==> src/rtl/parallel_lfsr_pkg.sv <==
// Shared types and helpers for the parallel LFSR pattern generator.
//   - gen_state_e : generator control states (IDLE, PRIME, RUN)
//   - chk_state_e : receive-checker states (SYNC, LOCK)
//   - lfsr_advance: runs n single-bit Fibonacci steps on a w-bit state and
//                   returns both the advanced state and the n emitted bits
//                   (first emitted bit in word[n-1]).
//   - CHK_MISS_LIMIT: consecutive mismatching words that drop checker lock.
package parallel_lfsr_pkg;

  // Widest LFSR the helper can advance; callers zero-extend into this width.
  localparam int LFSR_MAX_W     = 64;
  localparam int LFSR_IDX_W     = $clog2(LFSR_MAX_W);
  localparam int CHK_MISS_LIMIT = 8;

  typedef enum logic [1:0] {
    IDLE,
    PRIME,
    RUN
  } gen_state_e;

  typedef enum logic {
    SYNC,
    LOCK
  } chk_state_e;

  typedef struct packed {
    logic [LFSR_MAX_W-1:0] state;
    logic [LFSR_MAX_W-1:0] word;
  } lfsr_adv_t;

  // Bits of state above w-1 may pick up stale values while shifting; they
  // never reach the output bit or the feedback because poly is zero there,
  // and callers only keep state[w-1:0].
  function automatic lfsr_adv_t lfsr_advance(input logic [LFSR_MAX_W-1:0] state,
                                             input logic [LFSR_MAX_W-1:0] poly,
                                             input int                    n,
                                             input int                    w);
    lfsr_adv_t r;
    logic      fb;
    logic      ob;
    r.state = state;
    r.word  = '0;
    for (int i = 0; i < LFSR_MAX_W; i++) begin
      if (i < n) begin
        ob      = r.state[LFSR_IDX_W'(w - 1)];
        fb      = ^(r.state & poly);
        r.state = {r.state[LFSR_MAX_W-2:0], fb};
        r.word  = {r.word[LFSR_MAX_W-2:0], ob};
      end
    end
    return r;
  endfunction

endpackage

==> src/rtl/parallel_lfsr_gen_chk.sv <==
// Self-synchronising PRBS checker for the parallel LFSR stream.
// SYNC absorbs received words into a window of the last LFSR_W bits; once
// enough words have arrived the window is exactly the generator state that
// produced them, and LOCK predicts each following word from it.
// Ports:
//   clk, reset   : clock, synchronous active-high reset
//   chk_valid    : chk_data carries a received word this cycle
//   chk_data     : received word, MSB = oldest bit
//   chk_locked   : checker is predicting (LOCK)
//   chk_err_cnt  : mismatching words seen while locked, saturating
module parallel_lfsr_chk
  import parallel_lfsr_pkg::*;
#(
  parameter int                LFSR_W = 16,
  parameter int                OUT_W  = 4,
  parameter logic [LFSR_W-1:0] POLY   = 16'hB400
) (
  input  logic             clk,
  input  logic             reset,
  input  logic             chk_valid,
  input  logic [OUT_W-1:0] chk_data,
  output logic             chk_locked,
  output logic [15:0]      chk_err_cnt
);

  localparam int SYNC_WORDS = (LFSR_W + OUT_W - 1) / OUT_W;
  localparam int SC_W       = $clog2(SYNC_WORDS + 1);
  localparam int MC_W       = $clog2(CHK_MISS_LIMIT);

  chk_state_e              fsm_q, fsm_d;
  logic [LFSR_W-1:0]       win_q, win_d;
  logic [SC_W-1:0]         sync_q, sync_d;
  logic [MC_W-1:0]         miss_q, miss_d;
  logic [15:0]             err_q, err_d;
  lfsr_adv_t               adv;
  logic [LFSR_W-1:0]       pred_win;
  logic [LFSR_W+OUT_W-1:0] shift_cat;
  logic                    unused_adv;

  // The window holds the state that produced the oldest bit it contains, so
  // advancing it by OUT_W steps leaves the predicted word in its low bits.
  always_comb adv = lfsr_advance(LFSR_MAX_W'(win_q), LFSR_MAX_W'(POLY), OUT_W, LFSR_W);
  assign pred_win   = adv.state[LFSR_W-1:0];
  assign shift_cat  = {win_q, chk_data};
  assign unused_adv = ^adv;

  always_comb begin
    fsm_d  = fsm_q;
    win_d  = win_q;
    sync_d = sync_q;
    miss_d = miss_q;
    err_d  = err_q;
    if (chk_valid) begin
      case (fsm_q)
        SYNC: begin
          win_d = shift_cat[LFSR_W-1:0];
          if (sync_q == SC_W'(SYNC_WORDS - 1)) begin
            fsm_d  = LOCK;
            sync_d = '0;
            miss_d = '0;
          end else begin
            sync_d = sync_q + 1'b1;
          end
        end
        LOCK: begin
          // Keep running on the prediction so isolated bit errors do not
          // corrupt the local state.
          win_d = pred_win;
          if (pred_win[OUT_W-1:0] != chk_data) begin
            if (err_q != 16'hFFFF) err_d = err_q + 16'd1;
            if (miss_q == MC_W'(CHK_MISS_LIMIT - 1)) begin
              fsm_d  = SYNC;
              miss_d = '0;
            end else begin
              miss_d = miss_q + 1'b1;
            end
          end else begin
            miss_d = '0;
          end
        end
        default: fsm_d = SYNC;
      endcase
    end
  end

  always_ff @(posedge clk) begin
    if (reset) begin
      fsm_q  <= SYNC;
      win_q  <= '0;
      sync_q <= '0;
      miss_q <= '0;
      err_q  <= '0;
    end else begin
      fsm_q  <= fsm_d;
      win_q  <= win_d;
      sync_q <= sync_d;
      miss_q <= miss_d;
      err_q  <= err_d;
    end
  end

  assign chk_locked  = (fsm_q == LOCK);
  assign chk_err_cnt = err_q;

endmodule

==> src/rtl/parallel_lfsr_gen.sv <==
// Parallel Fibonacci LFSR pattern generator on a valid/ready stream.
// Each accepted transfer carries OUT_W PRBS bits (MSB = oldest bit). The
// word is precomputed one cycle ahead (PRIME) so RUN can hand out one word
// per cycle back-to-back.
// Ports:
//   clk, reset : clock, synchronous active-high reset
//   enable     : run request
//   seed_load  : one-cycle pulse, load seed_in (all-zero seed -> SEED)
//   seed_in    : runtime seed
//   out_valid, out_ready, out_data : output stream
//   xfer_cnt   : accepted transfers, wraps
//   seed_zero  : sticky, an all-zero seed was replaced with SEED
// Optional: define PARALLEL_LFSR_CHK_EN to add a receive checker with ports
//   chk_valid, chk_data (in) and chk_locked, chk_err_cnt (out).
module parallel_lfsr_gen
  import parallel_lfsr_pkg::*;
#(
  parameter int                LFSR_W = 16,
  parameter int                OUT_W  = 4,
  parameter logic [LFSR_W-1:0] POLY   = 16'hB400,
  parameter logic [LFSR_W-1:0] SEED   = 16'hACE1,
  parameter int                CNT_W  = 32
) (
  input  logic              clk,
  input  logic              reset,
  input  logic              enable,
  input  logic              seed_load,
  input  logic [LFSR_W-1:0] seed_in,
  output logic              out_valid,
  input  logic              out_ready,
  output logic [OUT_W-1:0]  out_data,
  output logic [CNT_W-1:0]  xfer_cnt,
  output logic              seed_zero
`ifdef PARALLEL_LFSR_CHK_EN
  ,
  input  logic              chk_valid,
  input  logic [OUT_W-1:0]  chk_data,
  output logic              chk_locked,
  output logic [15:0]       chk_err_cnt
`endif
);

  gen_state_e        fsm_q, fsm_d;
  logic [LFSR_W-1:0] lfsr_q, lfsr_d;
  logic [OUT_W-1:0]  data_p0, data_d;
  logic              vld_p0, vld_d;
  logic [CNT_W-1:0]  cnt_q, cnt_d;
  logic              zero_q, zero_d;
  lfsr_adv_t         adv;
  logic [LFSR_W-1:0] lfsr_adv;
  logic [OUT_W-1:0]  word_adv;
  logic              hs;
  logic              unused_adv;

  always_comb adv = lfsr_advance(LFSR_MAX_W'(lfsr_q), LFSR_MAX_W'(POLY), OUT_W, LFSR_W);
  assign lfsr_adv   = adv.state[LFSR_W-1:0];
  assign word_adv   = adv.word[OUT_W-1:0];
  assign unused_adv = ^adv;
  assign hs         = vld_p0 & out_ready;

  always_comb begin
    fsm_d  = fsm_q;
    lfsr_d = lfsr_q;
    data_d = data_p0;
    vld_d  = vld_p0;
    cnt_d  = cnt_q;
    zero_d = zero_q;
    if (seed_load) begin
      // Reseed wins over everything: a pending word is dropped and a
      // coincident handshake is not counted.
      if (seed_in == '0) begin
        lfsr_d = SEED;
        zero_d = 1'b1;
      end else begin
        lfsr_d = seed_in;
      end
      vld_d = 1'b0;
      fsm_d = enable ? PRIME : IDLE;
    end else begin
      if (hs) cnt_d = cnt_q + 1'b1;
      case (fsm_q)
        IDLE: begin
          vld_d = 1'b0;
          if (enable) fsm_d = PRIME;
        end
        PRIME: begin
          data_d = word_adv;
          lfsr_d = lfsr_adv;
          vld_d  = 1'b1;
          fsm_d  = RUN;
        end
        RUN: begin
          // Without a handshake the word and valid hold, even if enable
          // drops. On stop the advanced state is kept for a seamless resume.
          if (hs) begin
            if (enable) begin
              data_d = word_adv;
              lfsr_d = lfsr_adv;
            end else begin
              vld_d = 1'b0;
              fsm_d = IDLE;
            end
          end
        end
        default: begin
          vld_d = 1'b0;
          fsm_d = IDLE;
        end
      endcase
    end
  end

  // Output stage register
  always_ff @(posedge clk) begin
    if (reset) begin
      fsm_q   <= IDLE;
      lfsr_q  <= SEED;
      data_p0 <= '0;
      vld_p0  <= 1'b0;
      cnt_q   <= '0;
      zero_q  <= 1'b0;
    end else begin
      fsm_q   <= fsm_d;
      lfsr_q  <= lfsr_d;
      data_p0 <= data_d;
      vld_p0  <= vld_d;
      cnt_q   <= cnt_d;
      zero_q  <= zero_d;
    end
  end

  assign out_valid = vld_p0;
  assign out_data  = data_p0;
  assign xfer_cnt  = cnt_q;
  assign seed_zero = zero_q;

`ifdef PARALLEL_LFSR_CHK_EN
  parallel_lfsr_chk #(
    .LFSR_W (LFSR_W),
    .OUT_W  (OUT_W),
    .POLY   (POLY)
  ) u_chk (
    .clk         (clk),
    .reset       (reset),
    .chk_valid   (chk_valid),
    .chk_data    (chk_data),
    .chk_locked  (chk_locked),
    .chk_err_cnt (chk_err_cnt)
  );
`endif

endmodule

==> config.mk <==
export PLATFORM = sky130hd
export DESIGN_NAME = parallel_lfsr_gen
export DESIGN_NICKNAME = d
export VERILOG_FILES = /design/src/rtl/parallel_lfsr_pkg.sv /design/src/rtl/parallel_lfsr_gen_chk.sv /design/src/rtl/parallel_lfsr_gen.sv
export SDC_FILE = /design/constraint.sdc
export NUM_CORES = 1
export LEC_CHECK = 0
export CAP_MARGIN = 0
export CORE_ASPECT_RATIO = 0.75
export CORE_MARGIN = 3
export CORE_UTILIZATION = 55
export DETAILED_ROUTE_END_ITERATION = 16
export PLACE_DENSITY_LB_ADDON = 0.15
export SYNTH_ARGS = -nofsm -noshare
export SYNTH_HDL_FRONTEND = slang
export SYNTH_SLANG_ARGS = --single-unit
==> constraint.sdc <==
create_clock -name clk -period 5.1 [get_ports clk]
set_input_delay 0.51 -clock clk [delete_from_list [all_inputs] [get_ports clk]]
set_output_delay 0.51 -clock clk [all_outputs]
set_load 0.02 [all_outputs]
# Word level (Yosys, flattened, before mapping)
# Index checks and enable logic that the tools add are counted.
# word_totals
wordCells	50
out_inout_bits	38
register_bits	56
# op_classes
n_bitwise	2
n_addsub	1
reduce_logical	15
n_eq_ne	9
muxes	17
# op_table
op	count
parity 64 bit	4
2-to-1 mux 16 bit	4
adder 32 x 1 -> 32 bit (second input constant)	1
one-hot mux 16 bit (2 select lines)	1
logical NOT 16 bit	1
inequality test 3 bit (second input constant)	4
2-to-1 mux 2 bit	4
2-to-1 mux 4 bit	2
one-hot mux 4 bit (2 select lines)	1
inequality test 2 bit (second input constant)	3
one-hot mux 2 bit (3 select lines)	1
AND reduction 2 bit	3
AND reduction 3 bit	2
AND reduction 4 bit	1
2-to-1 mux 1 bit	3
nonzero test 3 bit	1
equality test 2 x 1 -> 1 bit (second input constant)	1
equality test 2 bit (second input constant)	1
logical NOT 2 bit	1
one-hot mux 1 bit (2 select lines)	1
nonzero test 2 bit	1
OR reduction 2 bit	1
bitwise AND 1 bit	1
NOT 1 bit	1

# Logic depth before layout (Yosys ltp)
# Gate-level depths: netlist of run 1.
# depth
word_depth	5
depth_mapped	7

# Least setup slack after synthesis of run 1
# OpenSTA, ideal clock, no wires.
# synth_path
path_kind	flip-flop to flip-flop
startpoint	register cnt_q[0], in the netlist xfer_cnt[0]
endpoint	register cnt_q[28], in the netlist xfer_cnt[28]
stages_incl_launch_ff	7
required_ns	4.979
setup_slack_ns	3.084
setup_ns	0.121
arrival_ns	1.895
path_buffers	1
path_cell_list	dfxtp_1 ha_1 and4b_1 clkbuf_1 nand2_1 nor4_1 mux2_2
# synth_between
elab_chain_cells	1
# synth_rtl
item	line	source
from (decl)	parallel_lfsr_gen.sv:47	logic [CNT_W-1:0] cnt_q, cnt_d;
from (signal assigned)	parallel_lfsr_gen.sv:127	cnt_q <= cnt_d;
adder 32 x 1 -> 32 bit	parallel_lfsr_gen.sv:80	if (hs) cnt_d = cnt_q + 1'b1;
# Every way passes these cells.
# A chain may end at the register's enable or synchronous reset.

# Worst setup path in the final report of run 1
# layout_path
startpoint	input seed_load
endpoint	register cnt_q[25], in the netlist xfer_cnt[25]
# layout_between
elab_chain_cells	2
# layout_rtl
item	line	source
from (decl)	parallel_lfsr_gen.sv:27	input logic seed_load,
NOT 1 bit (no line)	n/a	
AND reduction 2 bit (no line)	n/a	
# Every way passes these cells.

==> results of run 1 <==
==> synth_stat cells (2+ instances only) <==
cell type / number
ha_1: 4
nand2b_1: 3
mux2_2: 3
buf_2: 4
nor2_1: 24
or4_1: 15
nand3_1: 7
nand4_1: 15
a211oi_1: 8
and3_1: 6
inv_1: 9
o41ai_1: 2
nor4_1: 7
buf_1: 2
nand3b_1: 2
mux2i_1: 10
clkbuf_1: 15
o31ai_1: 13
nor2b_1: 12
or4b_2: 2
dfxtp_1: 56
xor2_1: 10
xnor2_1: 10
o21ai_0: 11
nor3_1: 5
nand2_1: 10
a21oi_1: 31
a31o_2: 6
and4_1: 2
or3_1: 7
==> registers in the layout (all words and copies together), names as in the netlist <==
signal     flops
fsm_q          2
out_valid      1
lfsr_q        16
out_data       4
xfer_cnt      32
seed_zero      1
==> layout make-up <==
class                      count  area [sq um]  area share [%]
inverter                       9          33.8           0.963
sequential                    56          1120            32.0
tap                           57          71.3            2.03
clock inverter                 3          42.5            1.21
multi-input combinational    238          1590            45.3
clock buffer                   5          68.8            1.96
timing repair buffer          59           583            16.6
==> report_power, final <==
group          internal, uW  total [uW]  switching [uW]
clock                   146         295             149
sequential              451         464            12.5
combinational          51.8         103            50.8
total                   649         861             213
==> stage by stage <==
stage / area (sq um) / utilization (%) / hold slack, ns / std cells / total power (uW)
after floorplan: 2840 / - / 0.474 / 325 / 538
after global placement: 3400 / 72.2 / 0.453 / 419 / 573
after detailed placement: 3400 / 72.2 / 0.471 / 419 / 575
after CTS: 3510 / 74.6 / 0.488 / 427 / 864
after global routing: 3510 / 74.6 / 0.515 / 427 / 885
final: 3510 / 74.6 / 0.494 / 427 / 861
==> cells by family after synthesis <==
kind of cell | count (synthesis) | share of synthesized area, %
mux | 13 | 4.72
xor+xnor | 20 | 6.17
compound gates | 77 | 17.3
flops | 56 | 39.5
simple gates | 124 | 26.0
buf+inv | 31 | 4.54
fa+ha+maj | 4 | 1.76
==> critical path, cell delays in order <==
cell             delay, ns
clkdlybuf4s50_1       0.40
buf_4                 0.24
and3b_1               0.49
nand4_1               0.42
or4b_2                0.73
a21oi_1               0.17
==> routing by layer <==
layer,global-route usage (%),wire [microns],vias up
li1,-,-,1297
met1,36.6,3520,1246
met2,33.4,2940,94
met3,5.17,549,9
met4,7.06,99,0
met5,0,0,-
==> final timing paths <==
check	startpoint	slack [ns]	endpoint	cells after the start
worst max-delay path	seed_load	2.36	xfer_cnt[25]	6
worst min-delay path	xfer_cnt[31]	0.49	xfer_cnt[31]	2
worst max register to register	fsm_q[0]	2.78	lfsr_q[0]	6
worst min register to register	xfer_cnt[31]	0.49	xfer_cnt[31]	2
==> summary.txt, run 1 <==
Timing
  • Min Clock Period, post-route: 2.74 ns
  • Hold violation total from the final report: 0
  • Final Max Slew Viols: 0
  • Final setup margin: 2.36 ns
  • Worst-case clock skew: 0.00803 ns
  • Final TNS setup: 0 ns
  • Max Freq: 364 MHz
  • Final setup viols: 0
  • RSZ-0062 raised after global routing: false
  • Worst slew margin: 33.8%
  • Pin slew with the least headroom to its limit: 0.993 ns
  • Tcrit/Tclk final: 53.8%

Worst setup path
  • Crit path launch type: input pin
  • Worst Setup Path Type: in -> reg
  • Highest net fanout along the worst path: 40
  • Worst path arrival time: 2.98 ns
  • WP data required: 5.34 ns
  • Kind of capture point of the worst setup path: flop

Drt
  • Number of vias per cell after detailed routing: 6.20
  • Count of routing violations after the opening detailed-route iteration: 254
  • Drc violations: 0
  • Total via count after detailed routing: 2646
  • DRT Wirelength: 7110 microns
  • 1st-pass router iterations: 4
  • Routed wire length per instance: 16.7 microns
  • Residual antenna-violating net count after detailed routing: 0

Layout
  • Layout-stage area growth over the synthesis result: 23.6%
  • Fillcell total: 370
  • Ratio of cells with drive above 1 in the final layout: 6.76%
  • Antenna cell count: 0
  • Most frequent cells in the layout: 57 x clkdlybuf4s50_1, 56 x dfxtp_1, 31 x a21oi_1
  • Number of nets at the end of the flow: 394
  • Most common cell after layout, fill and taps aside: clkdlybuf4s50_1

Clocking
  • CTS tree: built
  • Num CTS Buffers: 5
  • # clock sinks: 56
  • Clock Path Buffers: 2
  • Root buffer cell: clkbuf_8
  • # Post-CTS Setup Buffers: 0
  • Clock latency at the later pin of the worst-skew pair: 0.32 ns
  • Hold buffers post-CTS: 0
  • H-tree levels: 2
  • Post-cts resize count: 0
  • Clock transition at the registers of the reported paths: 0.10 ns

Floorplan
  • Area of the core region: 4700 sq um
  • Initial Utilization: 60.3%
  • Die outline area: 6070 sq um
  • Die Height: 68.2 microns
  • Die width: 88.9 microns
  • Total I/O pin count: 59
  • Count of standard-cell rows: 21

GRT
  • Via count of the first global-routing pass: 2372
  • Total routing usage reported by global routing: 24.0%
  • Pin count of the biggest net entering global routing: 53
  • Wire length of the first global-routing pass: 11300 microns
  • Total congestion overflow after global routing: 0
  • Number of antenna violations at the first check in global routing: 0

Power and ir drop
  • Worst ir drop on vdd: 131 uV
  • Leak: 0.00118 uW
  • Pwr per Cell Area: 245 nW/um^2

Yosys
  • Number of enable-type register cells in the synthesized netlist: 0
  • Share of async-settable or async-resettable flops after synthesis: 0%
  • Yosys top cell by area: dfxtp_1
  • Dominant cells by area after synthesis: dfxtp_1 40%, a21oi_1 5.5%, or4_1 4.0%
  • Part of the Yosys area used for sequential elements: 39.5%
  • Cell count after synthesis: 325
  • Number of synthesized register bits: 56
  • YS warnings: 0
  • Netlist area before placement: 2840 sq um
  • Mean instance size in the synthesized netlist: 8.73 sq um
  • Post-synth top area share: 39.5%
  • Net count after synthesis: 350
  • Most common flop cell mapped by yosys: dfxtp_1
  • Synth cell types: 44

Status
  • Outcome: complete, no violations

Placement
  • Post-placement setup slack: 2.07 ns
  • Port buffer count: 58
  • Global placement routability congestion: 0.846
  • Detailed-placement wirelength estimate: 4940 microns

Hold path
  • Path type of the worst min-delay path: reg -> reg

Job
  • Max capacitance violation total: 0
Power figures use the tool's default switching activity.
==> inputs of run 2 (changes only) <==
CORE_UTILIZATION = 46   (was 55)
clock period = 2.2 ns   (was 5.1 ns; I/O delays follow)
==> summary.txt, run 2 (synthesis gave the netlist of run 1 again) <==
Status
  • Outcome: complete, no violations

Worst setup path
  • WP data required: 2.42 ns (-2.92 ns)
  • R2R setup slack: 0.13 ns (-2.65 ns)
  • Crit path largest cell delay: 0.65 ns (-0.08 ns)
  • Cell depth of the worst flop-to-flop path: 4 (-2)
  • Series of cell instances along the critical path: nand4_1 -> or4_1 -> nor4_1 -> mux2_2
  • Worst path arrival time: 2.29 ns (-0.69 ns)
  • Critical R2R Launch: xfer_cnt[11]
  • RR Endpoint: xfer_cnt[28]
  • Worst Setup Path Type: reg -> reg
  • Highest net fanout along the worst path: 6 (-85%)
  • Crit path launch type: flop
  • Kind of capture point of the worst setup path: flop
  • Standard cell with the maximum stage delay on the critical path: or4_1

Layout
  • Antenna cell count: 0 (unchanged)
  • Most common cell after layout, fill and taps aside: clkdlybuf4s50_1
  • Fillcell total: 516 (+39%)
  • Most frequent cells in the layout: 57 x clkdlybuf4s50_1, 56 x dfxtp_1, 31 x a21oi_1
  • Layout-stage area growth over the synthesis result: 27.4%
  • Flip-flop count of the largest register after layout: 32 (unchanged)
  • Ratio of cells with drive above 1 in the final layout: 9.66% (+2.9 points)
  • Number of nets at the end of the flow: 407 (+3.3%)
  • Final standard cell area without fillers: 3610 sq um (+3.0%)
  • Non-filler instance count after layout: 461 (+8.0%)

Timing
  • RSZ-0062 raised after global routing: false
  • Max Freq: 484 MHz
  • Tcrit/Tclk final: 94.0%
  • Worst-case clock skew: 0.00910 ns (+0.00108 ns)
  • Final setup viols: 0 (unchanged)
  • Final TNS setup: 0 ns (unchanged)
  • Worst slew margin: 65.9% (+32 points)
  • Final Max Slew Viols: 0 (unchanged)
  • Final Hold Slack: 0.353 ns (-0.141 ns)
  • Min Clock Period, post-route: 2.07 ns
  • Pin slew with the least headroom to its limit: 0.512 ns (-0.482 ns)
  • Final setup margin: 0.132 ns (-2.22 ns)
  • Hold violation total from the final report: 0 (unchanged)

GRT
  • Total congestion overflow after global routing: 0 (unchanged)
  • Number of antenna violations at the first check in global routing: 0 (unchanged)
  • Wire length of the first global-routing pass: 11800 microns (+4.6%)
  • Via count of the first global-routing pass: 2259 (-4.8%)
  • Pin count of the biggest net entering global routing: 29 (-45%)
  • Total routing usage reported by global routing: 20.3% (-3.7 points)

Floorplan
  • Total I/O pin count: 59 (unchanged)
  • Die Height: 74.0 microns (+8.5%)
  • Die outline area: 7160 sq um (+18%)
  • Area of the core region: 5890 sq um (+25%)
  • Initial Utilization: 48.2% (-12 points)
  • Count of standard-cell rows: 24 (+14%)
  • Die width: 96.7 microns (+8.7%)

Hold path
  • Path type of the worst min-delay path: in -> reg
  • Hold wc startpoint: reset
  • Endpoint of the worst hold path: out_data[0]
  • Worst Hold Depth: 2 (unchanged)

Clocking
  • # Post-CTS Setup Buffers: 0 (unchanged)
  • Post-cts resize count: 0 (unchanged)
  • CTS tree: built
  • Clock Path Buffers: 2 (unchanged)
  • Num CTS Buffers: 5 (unchanged)
  • Root buffer cell: clkbuf_8
  • Clock latency at the later pin of the worst-skew pair: 0.32 ns (about the same)
  • Clock transition at the registers of the reported paths: 0.10 ns (about the same)
  • # clock sinks: 56 (unchanged)
  • Hold buffers post-CTS: 0 (unchanged)
  • H-tree levels: 2 (unchanged)

Power and ir drop
  • Leak: 0.00124 uW (+4.6%)
  • Pwr per Cell Area: 532 nW/um^2 (+120%)
  • Worst ir drop on vdd: 454 uV (+250%)

Drt
  • Total via count after detailed routing: 2663 (+0.64%)
  • Count of routing violations after the opening detailed-route iteration: 182 (-28%)
  • DRT Wirelength: 7180 microns (+0.97%)
  • Number of vias per cell after detailed routing: 5.78 (-6.8%)
  • Residual antenna-violating net count after detailed routing: 0 (unchanged)
  • 1st-pass router iterations: 4 (unchanged)
  • Routed wire length per instance: 15.6 microns (-6.5%)
  • Drc violations: 0 (unchanged)

Job
  • Max capacitance violation total: 0 (unchanged)

Placement
  • Post-placement cell area: 3520 sq um (+3.6%)
  • Port buffer count: 58 (unchanged)
  • Global placement routability congestion: 0.845 (about the same)
  • Number of placed instances with taps included: 453 (+8.1%)
  • Post-placement setup slack: 0.112 ns (-1.96 ns)
  • Detailed-placement wirelength estimate: 5150 microns (+4.1%)
-- run 2: cell types whose count changed in the layout (fill, tap and decap cells not counted), sizes merged --
cell    change
clkbuf      +2
bufinv      -1
clkinv      -1
buf        +13
-- run 2: how the worst max path moves through the flow --
stage	to	slack [ns]	cells after the start	from
final	xfer_cnt[28]	0.13	4	xfer_cnt[11]
after global routing	xfer_cnt[31]	0.007	5	xfer_cnt[11]
after floorplan	xfer_cnt[28]	0.18	6	xfer_cnt[0]
after global placement	xfer_cnt[19]	0.15	6	out_ready
after CTS	xfer_cnt[28]	0.16	4	xfer_cnt[11]
after detailed placement	xfer_cnt[17]	0.11	6	out_ready
-- run 2: per-layer routing --
layer | up-vias | GRT usage, % | part of all wire (%)
met1 | 1249 | 32.1 | 52
met4 | 0 | 4.21 | 0.79
met3 | 7 | 5.44 | 7.9
met2 | 79 | 26.9 | 39
met5 | - | 0 | 0
li1 | 1328 | - | -
-- run 2: power by group --
part / total [uW] / internal [uW] / switching [uW]
Combinational: 247 / 128 / 119
Sequential: 1070 / 1050 / 27.1
Clock: 602 / 257 / 345
Total: 1920 / 1430 / 491
-- run 2: layout make-up --
| type | instances | area [sq um] | share of cell area [%] |
|---|---|---|---|
| flip-flops and latches | 56 | 1120 | 31.0 |
| well taps | 78 | 97.6 | 2.70 |
| inverters | 9 | 33.8 | 0.935 |
| repair buffers | 72 | 681 | 18.8 |
| clock inverters | 1 | 7.51 | 0.208 |
| multi-input cells | 238 | 1590 | 43.9 |
| clock buffers | 7 | 86.3 | 2.39 |
-- run 2: per-stage QoR --
| step | util (%) | total power (uW) |
|---|---|---|
| after global routing | 61.4 | 2010 |
| after floorplan | - | 1250 |
| final | 61.4 | 1920 |
| after global placement | 59.8 | 1340 |
| after CTS | 61.4 | 1930 |
| after detailed placement | 59.8 | 1340 |
-- run 2: worst max-delay path: cells and delay by family (launching register included) --
| kind | cells | cell delay, ns |
|---|---|---|
| flip-flops | 1 | 0.42 |
| multiplexers | 1 | 0.37 |
| AND/OR/NAND/NOR | 3 | 1.18 |
